`src/rtl/spu_decode_stage_if.sv`:
```
// SPU-Lite decode stage: shared opcode/record package and handshake
// interfaces for the instruction input and the decoded record output.
package defines_pkg;

  localparam int OPCODE_LEN  = 11;
  localparam int REG_ADDR_WD = 7;
  localparam int INSTR_WD    = 32;

  localparam logic [2:0] FMT_RR   = 3'd0;
  localparam logic [2:0] FMT_RRR  = 3'd1;
  localparam logic [2:0] FMT_RI10 = 3'd2;
  localparam logic [2:0] FMT_RI16 = 3'd3;
  localparam logic [2:0] FMT_RI18 = 3'd4;

  typedef enum logic [3:0] {
    NOP                     = 4'd0,
    LNOP                    = 4'd1,
    ADD_WORD                = 4'd2,
    ADD_WORD_IMMEDIATE      = 4'd3,
    IMMEDIATE_LOAD_HALFWORD = 4'd4,
    IMMEDIATE_LOAD_WORD     = 4'd5,
    IMMEDIATE_LOAD_ADDRESS  = 4'd6,
    SELECT_BITS             = 4'd7
  } Opcodes;

  typedef struct packed {
    Opcodes                 opcode;
    logic [2:0]             fmt;
    logic [REG_ADDR_WD-1:0] rt;
    logic [REG_ADDR_WD-1:0] ra;
    logic [REG_ADDR_WD-1:0] rb;
    logic [REG_ADDR_WD-1:0] rc;
    logic [9:0]             i10;
    logic [15:0]            i16;
    logic [17:0]            i18;
    logic                   illegal;
  } dec_rec_t;

endpackage

interface spu_instr_if;
  import defines_pkg::*;
  logic                valid;
  logic                ready;
  logic [INSTR_WD-1:0] instr;

  modport master (output valid, output instr, input ready);
  modport slave  (input valid, input instr, output ready);
endinterface

interface spu_dec_if;
  import defines_pkg::*;
  logic                   valid;
  logic                   ready;
  Opcodes                 opcode;
  logic [2:0]             fmt;
  logic [REG_ADDR_WD-1:0] rt;
  logic [REG_ADDR_WD-1:0] ra;
  logic [REG_ADDR_WD-1:0] rb;
  logic [REG_ADDR_WD-1:0] rc;
  logic [9:0]             i10;
  logic [15:0]            i16;
  logic [17:0]            i18;
  logic                   illegal;

  modport master (
    output valid, opcode, fmt, rt, ra, rb, rc,
    output i10, i16, i18, illegal,
    input  ready
  );
  modport slave (
    input  valid, opcode, fmt, rt, ra, rb, rc,
    input  i10, i16, i18, illegal,
    output ready
  );
endinterface

```
`src/rtl/spu_decode_stage.sv`:
```
// SPU-Lite instruction decode stage: cracks an instruction word into
// a decoded record held in a 2-entry skid buffer.
module spu_decode_stage
  import defines_pkg::*;
(
  input  logic              clk,
  input  logic              rst,
  input  logic              flush,
  spu_instr_if.slave        in_if,
  spu_dec_if.master         out_if,
  output logic [15:0]       illegal_cnt
);

  typedef enum logic [1:0] {
    EMPTY = 2'd0,
    ONE   = 2'd1,
    TWO   = 2'd2
  } state_e;

  state_e      state_q, state_d;
  dec_rec_t    main_q, main_d;
  dec_rec_t    skid_q, skid_d;
  dec_rec_t    dec;
  logic [15:0] cnt_q, cnt_d;
  logic        accept;
  logic        pop;

  logic [INSTR_WD-1:0]   ins;
  logic [OPCODE_LEN-1:0] op11;
  logic [8:0]            op9;
  logic [7:0]            op8;
  logic [6:0]            op7;
  logic [3:0]            op4;

  assign ins  = in_if.instr;
  assign op11 = ins[INSTR_WD-1 -: OPCODE_LEN];
  assign op9  = ins[INSTR_WD-1 -: 9];
  assign op8  = ins[INSTR_WD-1 -: 8];
  assign op7  = ins[INSTR_WD-1 -: 7];
  assign op4  = ins[INSTR_WD-1 -: 4];

  // The opcode patterns are mutually exclusive, so a parallel match
  // gives the same result as longest-prefix-first.
  always_comb begin
    dec        = '0;
    dec.opcode = NOP;
    dec.fmt    = FMT_RR;
    unique case (1'b1)
      op11 == 11'b00011000000: begin
        dec.opcode = ADD_WORD;
        dec.rt     = ins[6:0];
        dec.ra     = ins[13:7];
        dec.rb     = ins[20:14];
      end
      op11 == 11'b00000000001: begin
        dec.opcode = LNOP;
        dec.rt     = ins[6:0];
        dec.ra     = ins[13:7];
        dec.rb     = ins[20:14];
      end
      op11 == 11'b01000000001: begin
        dec.opcode = NOP;
        dec.rt     = ins[6:0];
        dec.ra     = ins[13:7];
        dec.rb     = ins[20:14];
      end
      op9 == 9'b010000011: begin
        dec.opcode = IMMEDIATE_LOAD_HALFWORD;
        dec.fmt    = FMT_RI16;
        dec.rt     = ins[6:0];
        dec.i16    = ins[22:7];
      end
      op9 == 9'b010000001: begin
        dec.opcode = IMMEDIATE_LOAD_WORD;
        dec.fmt    = FMT_RI16;
        dec.rt     = ins[6:0];
        dec.i16    = ins[22:7];
      end
      op8 == 8'b00011100: begin
        dec.opcode = ADD_WORD_IMMEDIATE;
        dec.fmt    = FMT_RI10;
        dec.rt     = ins[6:0];
        dec.ra     = ins[13:7];
        dec.i10    = ins[23:14];
      end
      op7 == 7'b0100001: begin
        dec.opcode = IMMEDIATE_LOAD_ADDRESS;
        dec.fmt    = FMT_RI18;
        dec.rt     = ins[6:0];
        dec.i18    = ins[24:7];
      end
      op4 == 4'b1000: begin
        dec.opcode = SELECT_BITS;
        dec.fmt    = FMT_RRR;
        dec.rt     = ins[27:21];
        dec.ra     = ins[13:7];
        dec.rb     = ins[20:14];
        dec.rc     = ins[6:0];
      end
      default: begin
        dec.illegal = 1'b1;
      end
    endcase
  end

  assign in_if.ready = rst & (state_q != TWO);
  assign accept      = in_if.valid & in_if.ready;
  assign pop         = out_if.valid & out_if.ready;

  always_comb begin
    state_d = state_q;
    main_d  = main_q;
    skid_d  = skid_q;
    if (flush) begin
      state_d = EMPTY;
    end else begin
      unique case (state_q)
        EMPTY: begin
          if (accept) begin
            state_d = ONE;
            main_d  = dec;
          end
        end
        ONE: begin
          if (accept && !pop) begin
            state_d = TWO;
            skid_d  = dec;
          end else if (accept && pop) begin
            main_d  = dec;
          end else if (pop) begin
            state_d = EMPTY;
          end
        end
        TWO: begin
          if (pop) begin
            state_d = ONE;
            main_d  = skid_q;
          end
        end
        default: state_d = EMPTY;
      endcase
    end
  end

  always_comb begin
    cnt_d = cnt_q;
    if (accept && dec.illegal && !flush && cnt_q != 16'hFFFF)
      cnt_d = cnt_q + 16'd1;
  end

  always_ff @(posedge clk or negedge rst) begin
    if (!rst) begin
      state_q <= EMPTY;
      main_q  <= '0;
      skid_q  <= '0;
      cnt_q   <= '0;
    end else begin
      state_q <= state_d;
      main_q  <= main_d;
      skid_q  <= skid_d;
      cnt_q   <= cnt_d;
    end
  end

  assign out_if.valid   = (state_q != EMPTY);
  assign out_if.opcode  = main_q.opcode;
  assign out_if.fmt     = main_q.fmt;
  assign out_if.rt      = main_q.rt;
  assign out_if.ra      = main_q.ra;
  assign out_if.rb      = main_q.rb;
  assign out_if.rc      = main_q.rc;
  assign out_if.i10     = main_q.i10;
  assign out_if.i16     = main_q.i16;
  assign out_if.i18     = main_q.i18;
  assign out_if.illegal = main_q.illegal;
  assign illegal_cnt    = cnt_q;

endmodule
```
`src/flat_wrapper.sv`:
```
// flat-port wrapper written by rule: the top's interface ports become plain ports
module spu_decode_stage_flat import defines_pkg::*;
  (clk, rst, flush, illegal_cnt, in_if_valid, in_if_instr, in_if_ready, out_if_valid, out_if_opcode, out_if_fmt, out_if_rt, out_if_ra, out_if_rb, out_if_rc, out_if_i10, out_if_i16, out_if_i18, out_if_illegal, out_if_ready);
  spu_instr_if in_if_i ();
  spu_dec_if out_if_i ();
  input  logic clk;
  input  logic rst;
  input  logic flush;
  output logic [15:0] illegal_cnt;
  input wire logic [$bits(in_if_i.valid)-1:0] in_if_valid;
  input wire logic [$bits(in_if_i.instr)-1:0] in_if_instr;
  output wire logic [$bits(in_if_i.ready)-1:0] in_if_ready;
  output wire logic [$bits(out_if_i.valid)-1:0] out_if_valid;
  output wire logic [$bits(out_if_i.opcode)-1:0] out_if_opcode;
  output wire logic [$bits(out_if_i.fmt)-1:0] out_if_fmt;
  output wire logic [$bits(out_if_i.rt)-1:0] out_if_rt;
  output wire logic [$bits(out_if_i.ra)-1:0] out_if_ra;
  output wire logic [$bits(out_if_i.rb)-1:0] out_if_rb;
  output wire logic [$bits(out_if_i.rc)-1:0] out_if_rc;
  output wire logic [$bits(out_if_i.i10)-1:0] out_if_i10;
  output wire logic [$bits(out_if_i.i16)-1:0] out_if_i16;
  output wire logic [$bits(out_if_i.i18)-1:0] out_if_i18;
  output wire logic [$bits(out_if_i.illegal)-1:0] out_if_illegal;
  input wire logic [$bits(out_if_i.ready)-1:0] out_if_ready;
  assign in_if_i.valid = in_if_valid;
  assign in_if_i.instr = in_if_instr;
  assign in_if_ready = in_if_i.ready;
  assign out_if_valid = out_if_i.valid;
  assign out_if_opcode = out_if_i.opcode;
  assign out_if_fmt = out_if_i.fmt;
  assign out_if_rt = out_if_i.rt;
  assign out_if_ra = out_if_i.ra;
  assign out_if_rb = out_if_i.rb;
  assign out_if_rc = out_if_i.rc;
  assign out_if_i10 = out_if_i.i10;
  assign out_if_i16 = out_if_i.i16;
  assign out_if_i18 = out_if_i.i18;
  assign out_if_illegal = out_if_i.illegal;
  assign out_if_i.ready = out_if_ready;
  spu_decode_stage u_core (.clk(clk), .rst(rst), .flush(flush), .in_if(in_if_i), .out_if(out_if_i), .illegal_cnt(illegal_cnt));
endmodule
```
`config.mk`:
```
export PLATFORM = sky130hd
export DESIGN_NAME = spu_decode_stage_flat
export DESIGN_NICKNAME = d
export VERILOG_FILES = /design/src/rtl/spu_decode_stage_if.sv /design/src/rtl/spu_decode_stage.sv /design/src/flat_wrapper.sv
export SDC_FILE = /design/constraint.sdc
export NUM_CORES = 1
export LEC_CHECK = 0
export BUFFER_PORTS_ARGS = -buffer_cell sky130_fd_sc_hd__buf_2
export CORE_AREA = 2 2 136 138
export CTS_CLUSTER_SIZE = 40
export DETAILED_ROUTE_END_ITERATION = 12
export DIE_AREA = 0 0 138 140
export GPL_ROUTABILITY_DRIVEN = 0
export PLACE_DENSITY = 0.65
export SLEW_MARGIN = 20
export SYNTH_ARGS = -nofsm -noshare
export SYNTH_HDL_FRONTEND = slang
export SYNTH_SLANG_ARGS = --single-unit
```
`constraint.sdc`:
```
create_clock -name clk -period 3 [get_ports clk]
set_input_delay 0.3 -clock clk [delete_from_list [all_inputs] [get_ports clk]]
set_output_delay 0.3 -clock clk [all_outputs]
set_load 0.005 [all_outputs]
```
Yosys cells after proc, flatten, opt, wreduce, memory -nomap -nowiden
Index checks and enable logic that the tools add are counted.
- $lt $le $gt $ge: 0
- div/mod/pow operators: 0
- add/subtract/negate cells: 1
- reduce and logical (&&, ||, !) cells: 18
- muxes and demuxes: 22
- $mul: 0
- eq/ne operators: 20
- bitwise logic cells: 4
- shift-type cells: 0
- operators with widths (operator ; number):
    80-bit two-way mux ; 4
    80-bit case mux with 3 select lines ; 1
    7-bit two-way mux ; 3
    3-bit case mux with 7 select lines ; 1
    9-bit by 8-bit == test with 1-bit output, second input constant ; 2
    18-bit two-way mux ; 1
    16-bit by 1-bit adder with 16-bit output, second input constant ; 1
    16-bit two-way mux ; 1
    16-bit inequality test, second input constant ; 1
    7-bit case mux with 2 select lines ; 1
    2-bit two-way mux ; 6
    3-bit case mux with 4 select lines ; 1
    11-bit by 1-bit == test with 1-bit output, second input constant ; 1
    11-bit by 10-bit == test with 1-bit output, second input constant ; 1
    11-bit by 8-bit == test with 1-bit output, second input constant ; 1
    10-bit two-way mux ; 1
    8-bit by 5-bit == test with 1-bit output, second input constant ; 1
    8-bit OR reduction ; 1
    7-bit by 6-bit == test with 1-bit output, second input constant ; 1
    7-bit OR reduction ; 1
    2-bit by 1-bit inequality test with 1-bit output, second input constant ; 3
    3-bit by 2-bit inequality test with 1-bit output, second input constant ; 2
    2-bit case mux with 3 select lines ; 1
    6-bit AND reduction ; 1
    19 further kinds ; 27
- memory bits (writable): 0
- flip-flop bits (word level): 178
- ROM bits: 0
- bits of input ports: 37
- latch bits: 0
- memories: 0
- logic and storage cells: 87
- output and inout port bits: 98

Longest topological paths before layout
Gate-level depths: netlist (run 1).
- word-level depth: 8
- depth in mapped cells: 8
- depth with buffers taken out: 6

Worst setup path after synthesis (run 1)
Ideal clock, no wire load.
- path type: reg-to-reg
- start point: reg u_core.state_q[1]
- end point: reg u_core.cnt_q[15] (netlist: u_core.illegal_cnt[15])
- slack: 0.870 ns
- data arrival time: 2.003 ns
- clock period less this slack: 2.130 ns
- stages on the path, launching flop included: 6
- library setup time: 0.128 ns
- required time: 2.872 ns
- buffers on the path: 0
- cells stage by stage: dfrtp_1 -> nor2b_1 -> or4_1 -> or3_4 -> nor4_4 -> mux2_1
- word-level cells in the longest chain between the ends: 6
- RTL lines (element ; RTL line ; RTL):
    start: declaration ; spu_decode_stage.sv:20 ; state_e state_q, state_d;
    start signal: assignment ; spu_decode_stage.sv:158 ; state_q <= state_d;
    2-bit inequality test ; spu_decode_stage.sv:106 ; assign in_if.ready = rst & (state_q != TWO);
    1-bit bitwise AND ; spu_decode_stage.sv:106 ;
    1-bit bitwise AND ; spu_decode_stage.sv:107 ; assign accept = in_if.valid & in_if.ready;
    1-bit logical AND (3 in a row) ; spu_decode_stage.sv:147 ; if (accept && dec.illegal && !flush && cnt_q != 16'hFFFF)
    end signal: assignment ; spu_decode_stage.sv:161 ; cnt_q <= cnt_d;
    end: declaration ; spu_decode_stage.sv:24 ; logic [15:0] cnt_q, cnt_d;
No other way between the ends.
A chain may end at the register's enable or synchronous reset.

Worst setup path in the final report (run 1)
Ends and elaborated chain as after synthesis.

==> results of run 1 <==
metrics by stage:
stage               setup slack [ns]  util, %
finish                         0.534     52.5
global route                   0.413     52.5
CTS                            0.543     52.5
detailed placement             0.552     49.0
global placement               0.590     49.0
floorplan                      0.870        -
cell families (layout without fill, tap and decap cells):
logic type / Yosys count / after routing / synth area share [%]
AO/OA/AOI/OAI: 199 / 199 / 14.1
XOR/XNOR: 14 / 14 / 1.55
adder cells (fa/ha/maj): 1 / 1 / 0.158
buffers and inverters: 86 / 185 / 4.61
flip-flops: 176 / 176 / 55.7
multiplexers: 5 / 5 / 0.712
other: 1 / 1 / 0.0474
AND/OR/NAND/NOR: 415 / 415 / 23.1
synthesized netlist by cell type, types with 4 or more instances:
cell type | number | area [µm²]
nor4_1 | 6 | 37.5
inv_1 | 6 | 22.5
xor2_1 | 10 | 87.6
buf_2 | 5 | 25.0
o21ai_1 | 26 | 130
xnor2_1 | 4 | 35.0
a211oi_1 | 9 | 67.6
nor3_1 | 14 | 70.1
nand4_1 | 4 | 25.0
buf_4 | 9 | 67.6
buf_1 | 6 | 22.5
a21oi_1 | 43 | 215
dfrtp_1 | 176 | 4400
o21ai_0 | 60 | 300
a22oi_1 | 7 | 52.6
a31oi_1 | 45 | 282
nand3_1 | 68 | 340
nand2_1 | 209 | 785
nor2_1 | 84 | 315
clkbuf_1 | 59 | 221
power by group through the flow:
stage	combinational (mW)	clock [mW]	sequential (mW)
global route	0.871	2.49	2.83
floorplan	0.338	0	2.83
detailed placement	0.779	0	2.84
finish	0.768	2.37	2.80
global placement	0.772	0	2.84
CTS	0.784	2.40	2.80
worst max path at each step:
stage                 startpoint                endpoint  slack (ns)
6_report       u_core.state_q[1]  u_core.illegal_cnt[15]        0.53
3_5_place_dp   u_core.state_q[1]  u_core.illegal_cnt[15]        0.55
3_3_place_gp   u_core.state_q[1]  u_core.illegal_cnt[15]        0.59
4_1_cts        u_core.state_q[1]  u_core.illegal_cnt[15]        0.54
2_1_floorplan  u_core.state_q[1]  u_core.illegal_cnt[15]        0.87
5_1_grt        u_core.state_q[1]  u_core.illegal_cnt[15]        0.41
worst reg2reg max path, stage by stage, from the launching register on:
cell,delay [ns]
dfrtp_1,0.44
nor2b_4,0.15
or4_1,0.70
or3_4,0.50
nor4_4,0.22
mux2_1,0.34
metal layers:
| layer | share of wire [%] | vias to the layer above | wire length [µm] | track usage, % |
|---|---|---|---|---|
| li1 | - | 3220 | - | - |
| met1 | 46 | 3218 | 9710 | 31.5 |
| met2 | 46 | 181 | 9730 | 34.1 |
| met3 | 5.8 | 29 | 1210 | 4.10 |
| met4 | 1.7 | 0 | 366 | 8.00 |
| met5 | 0 | - | 0 | 0 |
layout make-up:
class                      instances  area, µm²
clock buffer                      24        472
inverter                           6       22.5
multi-input combinational        635       3170
sequential                       176       4400
fill                            1726       8450
timing repair buffer             147        827
clock inverter                     8        154
tap                              229        287
cell usage in the layout (no fill, tap or decap), drive strengths merged, types with 6 or more instances in the layout:
cell type,instances
a31oi,45
inv,6
a22oi,7
dfrtp,176
xor2,10
nor4,9
buf,147
clkbuf,24
nand3,68
a21oi,43
nor2,84
a211oi,9
o21ai,86
nand2,209
nor3,14
flip-flops by register name, indices dropped and copies added (netlist names):
signal                 count
u_core.illegal_cnt        16
u_core.out_if.fmt          3
u_core.out_if.i10         10
u_core.out_if.i16         16
u_core.out_if.i18         18
u_core.out_if.illegal      1
u_core.out_if.opcode       3
u_core.out_if.ra           7
u_core.out_if.rb           7
u_core.out_if.rc           7
u_core.out_if.rt           7
u_core.skid_q             79
u_core.state_q             2
==> reports/qor_table.md, run 1 <==
| Stage | Quantity | This run |
|:---|:---|:---|
| die | Effective utilization at floorplan | 44.5% |
| logic synthesis | Number of register bits inferred by synthesis | 176 |
| cells and area | Total inserted antenna cells | 0 |
| power | Static Leak | 4.07 nW |
| logic synthesis | Count of flip-flops with a built-in enable after synthesis | 0 |
| critical path | Cells traversed along the worst timing path | nor2b_4, or4_1, or3_4, nor4_4, mux2_1 |
| critical path | Startpoint class of the critical path | flip-flop |
| clock network | Clock buffer depth | 2 |
| critical path | Highest cell delay on the worst timing path | 0.70 ns |
| grt | All-layer global routing usage | 22.1% |
| place | Placed instance count | 1193 |
| cells and area | Final Net Count | 1021 |
| timing | TNS Setup | 0 ns |
| timing | RSZ-0062 raised after global routing | false |
| cells and area | Final std cell area, no fill | 9330 µm² |
| clock network | Cell chosen for the clock root | clkbuf_16 |
| timing | Final Setup Violations | 0 |
| drt | Detailed-routing iteration count for the pre-antenna-repair pass | 5 |
| logic synthesis | Post-synthesis cell area | 7910 µm² |
| die | FP Rows | 49 |
| die | Die ar. | 19300 µm² |
| run | Max-cap violations | 0 |
| grt | Number of global-route vias before repair | 6270 |
| timing | Final period demand of the worst path | 2.47 ns |
| clock network | CTS tree | built |
| die | Die Width | 138 µm |
| critical path | Critical R2R Launch | u_core.state_q[1] |
| power | Sum of internal, switching and leakage power | 5.93 mW |
| grt | Number of antenna violations at the first check in global routing | 0 |
| timing | Worst clock skew | 0.00767 ns |
| clock network | Number of buffers created by CTS | 17 |
| clock network | Hold_buf cts | 0 |
| grt | Sum of overflow across all layers after global routing | 0 |
| critical path | CP endpoint kind | flip-flop |
| critical path | Highest fanout seen on the critical path | 11 |
| critical path | Depth of the critical timing path with buffers and inverters included | 5 |
| die | I/O Pins | 135 |
| logic synthesis | Fraction of synthesis flops using an asynchronous set or reset pin | 100% |
| timing | Final period util | 82.2% |
| cells and area | Non-filler cells in the finished layout | 1225 |
| drt | WL per Instance | 17.2 µm |
| critical path | Register-to-register setup slack | 0.53 ns |
| die | Vertical die dimension | 140 µm |
| clock network | Number of buffers added for setup after CTS | 0 |
| die | Placeable core area | 17800 µm² |
| logic synthesis | Yosys warns | 0 |
| critical path | CP Class | flip-flop to flip-flop |
| critical path | Critical register-to-register path endpoint | u_core.illegal_cnt[15] |
| logic synthesis | Count of unique library cells instantiated by Yosys | 49 |
| clock network | Number of sinks on the clock net | 176 |
| timing | Final number of max-transition violations | 0 |
| power | Power per cell area | 636 nW/µm² |
| hold path | Worst hold-check path type | input port to asynchronous set/reset pin |
| power | Share of total power in the clock network | 39.9% |
| drt | Total number of vias | 6648 |
| critical path | WP data arrival | 2.78 ns |
| grt | Pin count of the biggest net entering global routing | 179 |
| critical path | Max stage delay cell, worst path | or4_1 |
| logic synthesis | Post-synth net total | 935 |
| logic synthesis | Cells after Synth | 897 |
| run status | Status | finished, final reports clean |
| clock network | # H-tree levels | 4 |
| drt | Count of nets left with antenna violations after detail routing | 0 |
| critical path | Data required, critical path | 3.31 ns |
| logic synthesis | Mean instance size in the synthesized netlist | 8.81 µm² |
| power | Portion of total power attributed to combinational logic | 13.0% |
| clock network | CTS resizes | 0 |
| clock network | Clock network latency to the later pin of the worst-skew pair | 0.43 ns |
| critical path | Number of buffers and inverters on the critical path | 0 |
| timing | Worst-margin pin slew | 0.965 ns |
| place | Number of input and output port buffers inserted | 133 |
| power | Power dissipated by switching net loads | 1.53 mW |
| timing | Maximum clock frequency | 405 MHz |
| clock network | Clock slew seen by the registers of the worst setup and hold paths | 0.06 ns |
| drt | Post-detailed-route via-to-cell ratio | 5.43 |
| place | Area after DPL | 8710 µm² |
| logic synthesis | Ys flop type | dfrtp_1 |
| power | Switching fraction of total power | 25.7% |
| critical path | Cell family contributing the most delay on the critical path | simple AND/OR/NAND/NOR gates |
| power | Part of the total power dissipated in sequential elements | 47.1% |
| power | Internal | 4.41 mW |
| cells and area | Area delta synth->final | 18.1% |
| power | VDD IR max | 0.456 mV |
| critical path | Reg2Reg Depth | 5 |
| timing | Final Hold Vio Count | 0 |
| timing | Max transition margin | 35.7% |
| logic synthesis | Share of the yosys chip area belonging to registers | 55.7% |
| cells and area | Fraction of final layout cells sized beyond drive strength 1 | 19.1% |
| grt | First-pass GRT wire length | 34200 µm |
| drt | Post-route DRC violation count | 0 |
| timing | WHS | 0.0453 ns |
| drt | WL final | 21000 µm |
| place | Final HPWL DP | 13200 µm |
| drt | Number of design-rule violations left by the first detailed-router iteration | 523 |
No activity file was read; power rests on OpenSTA's default activity.
==> run 2, diff against run 1 <==
ABC_AREA = 1   (was unset)
CORE_AREA = 2 2 139 141   (was 2 2 136 138)
DIE_AREA = 0 0 141 143   (was 0 0 138 140)
PLACE_DENSITY = 0.68   (was 0.65)
clock period = 2.1 ns   (was 3 ns; I/O delays follow)
==> run 2 against run 1 <==
- setup slack worse by 0.26 ns
- clock power is 35% higher
- synthesized area is 4.8% higher
- hold slack worse by 0.014 ns
- power is 72% higher
==> reports/qor_table.md, run 2 <==
| Stage | Quantity | This run | vs previous |
|:---|:---|:---|:---|
| run status | Status | finished, final reports clean |  |
| power | VDD IR max | 0.619 mV | +36% |
| cells and area | Commonest non-fill, non-tap cell in the layout | nand2_1 |  |
| logic synthesis | Share of the yosys chip area belonging to registers | 53.2% | -2.6 points |
| timing | Worst clock skew | 0.00558 ns | -0.00209 ns |
| critical path | WP data arrival | 2.18 ns | -0.60 ns |
| timing | WHS | 0.0311 ns | -0.0142 ns |
| logic synthesis | Top cells by instance count after synthesis | nand2_1, dfrtp_1, nor2_1 |  |
| drt | Count of nets left with antenna violations after detail routing | 0 | unchanged |
| die | FP Rows | 50 | +2.0% |
| logic synthesis | Yosys warns | 0 | unchanged |
| hold path | Hold Crit Depth | 2 |  |
| logic synthesis | Ys flop type | dfrtp_1 |  |
| logic synthesis | Number of register bits inferred by synthesis | 176 | unchanged |
| timing | Maximum clock frequency | 547 MHz | +35% |
| power | Part of the total power dissipated in sequential elements | 46.2% | -0.9 points |
| power | Switching fraction of total power | 31.2% | +5.5 points |
| critical path | Critical R2R Launch | u_core.illegal_cnt[0] |  |
| grt | All-layer global routing usage | 22.1% | -0.036 points |
| timing | Worst-margin pin slew | 0.870 ns | -0.0951 ns |
| cells and area | Commonest cells after routing, fill and taps aside | nand2_1, dfrtp_1, nor2_1 |  |
| drt | Post-detailed-route via-to-cell ratio | 5.16 | -4.9% |
| cells and area | Final Net Count | 1213 | +19% |
| critical path | Reg2Reg Depth | 8 | +3 |
| die | Vertical die dimension | 143 µm | +2.1% |
| timing | Final number of max-transition violations | 0 | unchanged |
| cells and area | Area delta synth->final | 18.2% |  |
| logic synthesis | Cell accounting for the most synthesized area | dfrtp_1 |  |
| logic synthesis | Mean instance size in the synthesized netlist | 7.80 µm² | -11% |
| logic synthesis | Cells after Synth | 1062 | +18% |
| drt | Sum of met3 wire segment lengths after detailed routing | 1100 µm | -9.6% |
| clock network | CTS tree | built |  |
| power | Power per cell area | 1040 nW/µm² | +64% |
| clock network | Clock buffer depth | 2 | unchanged |
| timing | Final Setup Violations | 0 | unchanged |
| critical path | CP Class | flip-flop to flip-flop |  |
| drt | WL per Instance | 15.5 µm | -9.8% |
| clock network | Clock network latency to the later pin of the worst-skew pair | 0.43 ns | about the same |
| logic synthesis | Fraction of synthesis flops using an asynchronous set or reset pin | 100% | unchanged |
| drt | Highest routed layer | met4 |  |
| critical path | Critical register-to-register path endpoint | u_core.illegal_cnt[4] |  |
| die | Placeable core area | 18600 µm² | +4.5% |
| critical path | Data required, critical path | 2.45 ns | -0.86 ns |
| timing | Final period demand of the worst path | 1.83 ns | -0.639 ns |
| clock network | Number of buffers created by CTS | 17 | unchanged |
| hold path | Hold_sp | flush |  |
| clock network | Cell chosen for the clock root | clkbuf_16 |  |
| drt | Met1 routed wirelength after detailed routing | 10300 µm | +5.6% |
| die | I/O Pins | 135 | unchanged |
| logic synthesis | Count of unique library cells instantiated by Yosys | 32 | -35% |
| power | Share of total power in the clock network | 31.3% | -8.6 points |
| timing | Final period util | 87.0% | +4.8 points |
| power | Portion of total power attributed to combinational logic | 22.5% | +9.5 points |
| drt | Total number of vias | 7337 | +10% |
| die | Effective utilization at floorplan | 44.6% | +0.13 points |
| cells and area | Number of flip-flops in the largest register | 79 | unchanged |
| logic synthesis | Most frequently used cell type in the post-synthesis netlist | nand2_1 |  |
| clock network | Clock slew seen by the registers of the worst setup and hold paths | 0.07 ns | about the same |
| run | Max-cap violations | 0 | unchanged |
| critical path | CP endpoint kind | flip-flop |  |
| clock network | Number of sinks on the clock net | 176 | unchanged |
| timing | Max transition margin | 42.0% | +6.3 points |
| logic synthesis | Top-area cell type share of the netlist area | 53.2% | -2.6 points |
| die | Die ar. | 20200 µm² | +4.4% |
| grt | Number of antenna violations at the first check in global routing | 0 | unchanged |
| power | Internal | 7.02 mW | +59% |
| timing | TNS Setup | 0 ns | unchanged |
| logic synthesis | Count of flip-flops with a built-in enable after synthesis | 0 | unchanged |
| timing | Final Hold Vio Count | 0 | unchanged |
| drt | Detailed-routing iteration count for the pre-antenna-repair pass | 6 | +1 |
| hold path | Endpoint with the worst hold slack | u_core.state_q[0] |  |
| cells and area | Total inserted antenna cells | 0 | unchanged |
| place | Number of input and output port buffers inserted | 133 | unchanged |
| grt | Sum of overflow across all layers after global routing | 0 | unchanged |
| clock network | # H-tree levels | 4 | unchanged |
| grt | First-pass GRT wire length | 35200 µm | +2.9% |
| critical path | Startpoint class of the critical path | flip-flop |  |
| grt | Pin count of the biggest net entering global routing | 131 | -27% |
| grt | Number of global-route vias before repair | 6757 | +7.8% |
| die | Die Width | 141 µm | +2.2% |
| drt | Metal2 WL | 10300 µm | +6.2% |
| drt | Post-route DRC violation count | 0 | unchanged |
| power | Power dissipated by switching net loads | 3.18 mW | +110% |
| place | Final HPWL DP | 14000 µm | +6.3% |
| logic synthesis | Post-synthesis cell area | 8290 µm² | +4.8% |
| drt | WL final | 22000 µm | +4.7% |
| drt | Number of design-rule violations left by the first detailed-router iteration | 558 | +6.7% |
| hold path | Worst hold-check path type | input port to flip-flop |  |
| critical path | Register-to-register setup slack | 0.27 ns | -0.26 ns |
| cells and area | Largest register by flop count | u_core.skid_q |  |
| critical path | Highest fanout seen on the critical path | 31 | +20 |
| cells and area | Number of filler instances in the final layout | 1768 | +2.4% |
| logic synthesis | Post-synth net total | 1100 | +18% |
| power | Static Leak | 4.96 nW | +22% |
| timing | RSZ-0062 raised after global routing | false |  |
| logic synthesis | Synth area leaders | dfrtp_1, nand2_1, nor2_1, a21oi_1, nand3_1 |  |
| cells and area | Fraction of final layout cells sized beyond drive strength 1 | 16.7% | -2.4 points |
## run 2: how the worst max path moves through the flow
| stage | endpoint | cells after the start | slack, ns | start |
|---|---|---|---|---|
| after floorplan | u_core.illegal_cnt[11] | 8 | 0.52 | u_core.illegal_cnt[0] |
| after global placement | u_core.out_if.fmt[1] | 4 | 0.32 | u_core.state_q[1] |
| after detailed placement | u_core.illegal_cnt[10] | 8 | 0.26 | u_core.illegal_cnt[0] |
| after CTS | in_if_ready | 6 | 0.10 | rst |
| after global routing | u_core.illegal_cnt[8] | 8 | 0.06 | u_core.illegal_cnt[0] |
| final | u_core.illegal_cnt[4] | 8 | 0.27 | u_core.illegal_cnt[0] |
## run 2: per-layer routing
layer	vias to the layer above	global-route usage, %
met3	20	5.00
li1	3618	-
met1	3505	31.2
met2	194	34.4
met4	0	6.32
met5	-	0
## run 2: cells by family after synthesis
logic type	after synthesis	synth area share [%]
AO/OA/AOI/OAI	190	12.0
flip-flops	176	53.2
buffers and inverters	134	6.99
other	1	0.0453
AND/OR/NAND/NOR	546	26.2
adder cells (fa/ha/maj)	1	0.151
XOR/XNOR	14	1.48
## run 2: final cells by class
cell class                 instances  area, µm²  share of cell area, %
timing repair buffer             154        923                   9.43
clock inverter                    14        154                   1.57
multi-input combinational        752       3300                   33.7
inverter                          74        278                   2.84
clock buffer                      18        439                   4.48
sequential                       176       4400                   45.0
tap                              234        293                   2.99
## run 2: per-stage QoR
stage          std cells  utilization (%)  power, mW  worst slack, ns  instance area, µm²
3_3_place_gp        1388             49.3       7.02            0.317                9150
4_1_cts             1421             52.5       10.3            0.103                9760
2_1_floorplan       1062                -       5.88            0.522                8290
3_5_place_dp        1388             49.3       7.08            0.260                9150
6_report            1422             52.7       10.2            0.273                9790
5_1_grt             1422             52.7       10.8           0.0604                9790
## run 2: power groups by stage
stage / Combinational [mW] / Clock [mW] / Sequential (mW)
after floorplan: 1.14 / 0 / 4.74
after global placement: 2.28 / 0 / 4.74
after detailed placement: 2.31 / 0 / 4.77
after CTS: 2.34 / 3.27 / 4.71
after global routing: 2.61 / 3.41 / 4.80
final: 2.29 / 3.20 / 4.71
## run 2: repair_timing
item | CTS | global route
gates resized for setup | 0 | 2
endpoints found under the hold margin | 176 | 0
hold buffers | 1 | 0
buffers inserted | 0 | 0
endpoints found under the setup margin | 0 | 8
## run 2: critical path, stage by stage (launching register included)
cell	delay [ns]
dfrtp_1	0.42
ha_1	0.23
nand3_1	0.14
nor2_1	0.23
nand4_1	0.19
nand4_1	0.16
buf_6	0.23
nand2_1	0.07
o21ai_1	0.08
==> run 3, diff against run 2 <==
CORE_AREA = 2 2 131 133   (was 2 2 139 141)
DIE_AREA = 0 0 133 135   (was 0 0 141 143)
PLACE_DENSITY = 0.85   (was 0.68)
==> run 3 against run 2 <==
- first-iteration DRC count up 39%
- routed wire length down 0.96%
- via count up 3.2%
- fmax down 4.0%
- register-to-register slack about the same
- cell count down 0.84%
- clock skew up 0.0036 ns
- setup slack worse by 0.076 ns
- sequential power about the same
- die area down 11%
- critical endpoint is now in_if_ready
- largest power group unchanged
==> reports/qor_table.md, run 3 (same netlist as run 2, synthesis figures left out) <==
| Stage | Quantity | This run | vs previous |
|:---|:---|:---|:---|
| run status | Status | finished, final reports clean |  |
| timing | TNS Setup | 0 ns | unchanged |
| clock network | Cell chosen for the clock root | clkbuf_16 |  |
| clock network | CTS resizes | 0 | unchanged |
| power | Portion of total power attributed to combinational logic | 22.2% | -0.3 points |
| cells and area | Final std cell area, no fill | 9800 µm² | about the same |
| grt | Sum of overflow across all layers after global routing | 0 | unchanged |
| critical path | Max stage delay cell, worst path | dfrtp_1 |  |
| drt | Number of design-rule violations left by the first detailed-router iteration | 773 | +39% |
| critical path | CP Class | flip-flop to primary output |  |
| grt | Number of antenna violations at the first check in global routing | 0 | unchanged |
| power | Part of the total power dissipated in sequential elements | 45.0% | -1.2 points |
| critical path | Data required, critical path | 1.89 ns | -0.56 ns |
| timing | Max transition margin | 52.4% | +10 points |
| critical path | Highest cell delay on the worst timing path | 0.40 ns | -0.02 ns |
| power | Power per cell area | 1070 nW/µm² | +2.7% |
| cells and area | Commonest cells after routing, fill and taps aside | nand2_1, dfrtp_1, nor2_1 |  |
| timing | Worst-margin pin slew | 0.714 ns | -0.156 ns |
| run | Max-cap violations | 0 | unchanged |
| timing | WHS | 0.0452 ns | +0.0141 ns |
| power | Share of total power in the clock network | 32.8% | +1.5 points |
| timing | Final period demand of the worst path | 1.90 ns | +0.0760 ns |
| clock network | Clock network latency to the later pin of the worst-skew pair | 0.43 ns | about the same |
| critical path | Startpoint class of the critical path | flip-flop |  |
| place | Final HPWL DP | 14300 µm | +2.3% |
| place | Worst slack after detailed placement | 0.280 ns | +0.0203 ns |
| power | Internal | 7.31 mW | +4.1% |
| clock network | Number of sinks on the clock net | 176 | unchanged |
| die | Effective utilization at floorplan | 50.5% | +5.9 points |
| timing | Final Setup Violations | 0 | unchanged |
| place | Placed instance count | 1377 | -0.79% |
| drt | WL final | 21800 µm | -0.96% |
| critical path | Highest fanout seen on the critical path | 24 | -23% |
| grt | All-layer global routing usage | 25.1% | +3.0 points |
| critical path | WP data arrival | 1.69 ns | -0.49 ns |
| die | Die Width | 133 µm | -5.7% |
| timing | Worst clock skew | 0.00919 ns | +0.00361 ns |
| critical path | Number of buffers and inverters on the critical path | 4 | +3 |
| power | VDD IR max | 0.747 mV | +21% |
| clock network | # H-tree levels | 4 | unchanged |
| timing | Final Hold Vio Count | 0 | unchanged |
| hold path | Hold Crit Depth | 3 | +1 |
| critical path | Reg2Reg Depth | 8 | unchanged |
| hold path | Worst hold-check path type | input port to flip-flop |  |
| cells and area | Commonest non-fill, non-tap cell in the layout | nand2_1 |  |
| critical path | Cells traversed along the worst timing path | inv_2, nand2_4, inv_2, buf_12, nor2_1, buf_2 |  |
| drt | Detailed-routing iteration count for the pre-antenna-repair pass | 5 | -1 |
| cells and area | Number of filler instances in the final layout | 1387 | -22% |
| grt | First-pass GRT wire length | 35800 µm | +1.7% |
| die | Die ar. | 18000 µm² | -11% |
| drt | Count of nets left with antenna violations after detail routing | 0 | unchanged |
| power | Sum of internal, switching and leakage power | 10.5 mW | +2.8% |
| drt | Total number of vias | 7575 | +3.2% |
| clock network | CTS tree | built |  |
| critical path | Cell family contributing the most delay on the critical path | buffers and inverters |  |
| cells and area | Area delta synth->final | 18.3% | about the same |
| timing | RSZ-0062 raised after global routing | false |  |
| clock network | Clock slew seen by the registers of the worst setup and hold paths | 0.07 ns | about the same |
| die | FP Rows | 47 | -6.0% |
| timing | Final number of max-transition violations | 0 | unchanged |
| place | Number of input and output port buffers inserted | 133 | unchanged |
| clock network | Number of buffers created by CTS | 17 | unchanged |
| cells and area | Largest register by flop count | u_core.skid_q |  |
| grt | Pin count of the biggest net entering global routing | 58 | -56% |
| drt | Post-detailed-route via-to-cell ratio | 5.37 | +4.1% |
| cells and area | Fraction of final layout cells sized beyond drive strength 1 | 16.8% | +0.14 points |
| critical path | Most numerous cell on the critical path | inv_2 |  |
| power | Static Leak | 4.97 nW | +0.21% |
| timing | Final period util | 90.6% | +3.6 points |
| drt | Post-route DRC violation count | 0 | unchanged |
| timing | Setup slack of the critical path after layout | 0.197 ns | -0.0760 ns |
| power | Power dissipated by switching net loads | 3.18 mW | -0.21% |
| drt | WL per Instance | 15.5 µm | -0.12% |
| critical path | Depth of the critical timing path with buffers and inverters included | 6 | -2 |
| cells and area | Non-filler cells in the finished layout | 1410 | -0.84% |
| critical path | CP endpoint kind | primary output |  |
| cells and area | Number of flip-flops in the largest register | 79 | unchanged |
| die | Vertical die dimension | 135 µm | -5.6% |
| place | Area after DPL | 9150 µm² | about the same |
| cells and area | Final Net Count | 1215 | +0.16% |
| clock network | Clock buffer depth | 2 | unchanged |
| die | I/O Pins | 135 | unchanged |
| cells and area | Total inserted antenna cells | 0 | unchanged |
| grt | Number of global-route vias before repair | 7176 | +6.2% |
| die | Placeable core area | 16400 µm² | -12% |
| timing | Maximum clock frequency | 525 MHz | -4.0% |
| power | Switching fraction of total power | 30.3% | -0.91 points |
| cells and area | Finished Core Util | 59.7% | +7.0 points |
run 3: cell types whose count changed in the layout (fill, tap and decap cells not counted):
cell        before  now
buf_16           1    0
buf_4           13   18
buf_6            2    1
bufinv_16        2    4
clkbuf_16       18   17
clkbuf_8         1    3
clkinv_2         3    2
clkinv_4         3    1
clkinvlp_4       2    3
inv_6            3    2
inv_8            1    0
run 3: path summary, 6_finish.rpt:
path / to / from / slack (ns)
max in group asynchronous: u_core.skid_q[64] / rst / 0.58
max: in_if_ready / u_core.state_q[0] / 0.20
min: u_core.skid_q[60] / in_if_instr[8] / 0.05
min in group asynchronous: u_core.out_if.rc[3] / rst / 0.35
min reg2reg: u_core.out_if.rt[2] / u_core.out_if.rt[2] / 0.48
max reg2reg: u_core.illegal_cnt[2] / u_core.illegal_cnt[0] / 0.26
run 3: repair_timing:
action / 4_1_cts / 5_1_grt
setup buffers: 0 / 0
hold buffers: 1 / 0
endpoints found under the setup margin: 0 / 0
hold endpoints to repair: 66 / 0
run 3: power groups by stage:
stage	combinational [mW]	sequential (mW)	clock [mW]
final	2.33	4.72	3.44
after global routing	2.64	4.80	3.63
after CTS	2.36	4.71	3.47
after detailed placement	2.33	4.75	0
after global placement	2.28	4.71	0
after floorplan	1.14	4.74	0
run 3: cell type report:
type | count | area, µm² | share of cell area [%]
Clock buffer | 20 | 467 | 4.76
Clock inverter | 12 | 179 | 1.83
Inverter | 74 | 278 | 2.83
Multi-Input combinational cell | 752 | 3300 | 33.7
Sequential cell | 176 | 4400 | 44.9
Tap cell | 220 | 275 | 2.81
Timing Repair Buffer | 156 | 897 | 9.15
run 3: layer usage:
layer  GRT usage (%)  wire, µm
met5               0         0
met4            9.74       565
met3            6.49      1720
met2            40.3     10400
met1            32.8      9130
run 3: worst reg2reg max path, cell delays in order, from the launching register on:
cell	delay, ns
dfrtp_1	0.41
ha_1	0.23
nand3_1	0.14
nor2_1	0.22
nand4_1	0.15
nand4_1	0.13
buf_4	0.29
nand2_1	0.11
o21ai_1	0.09
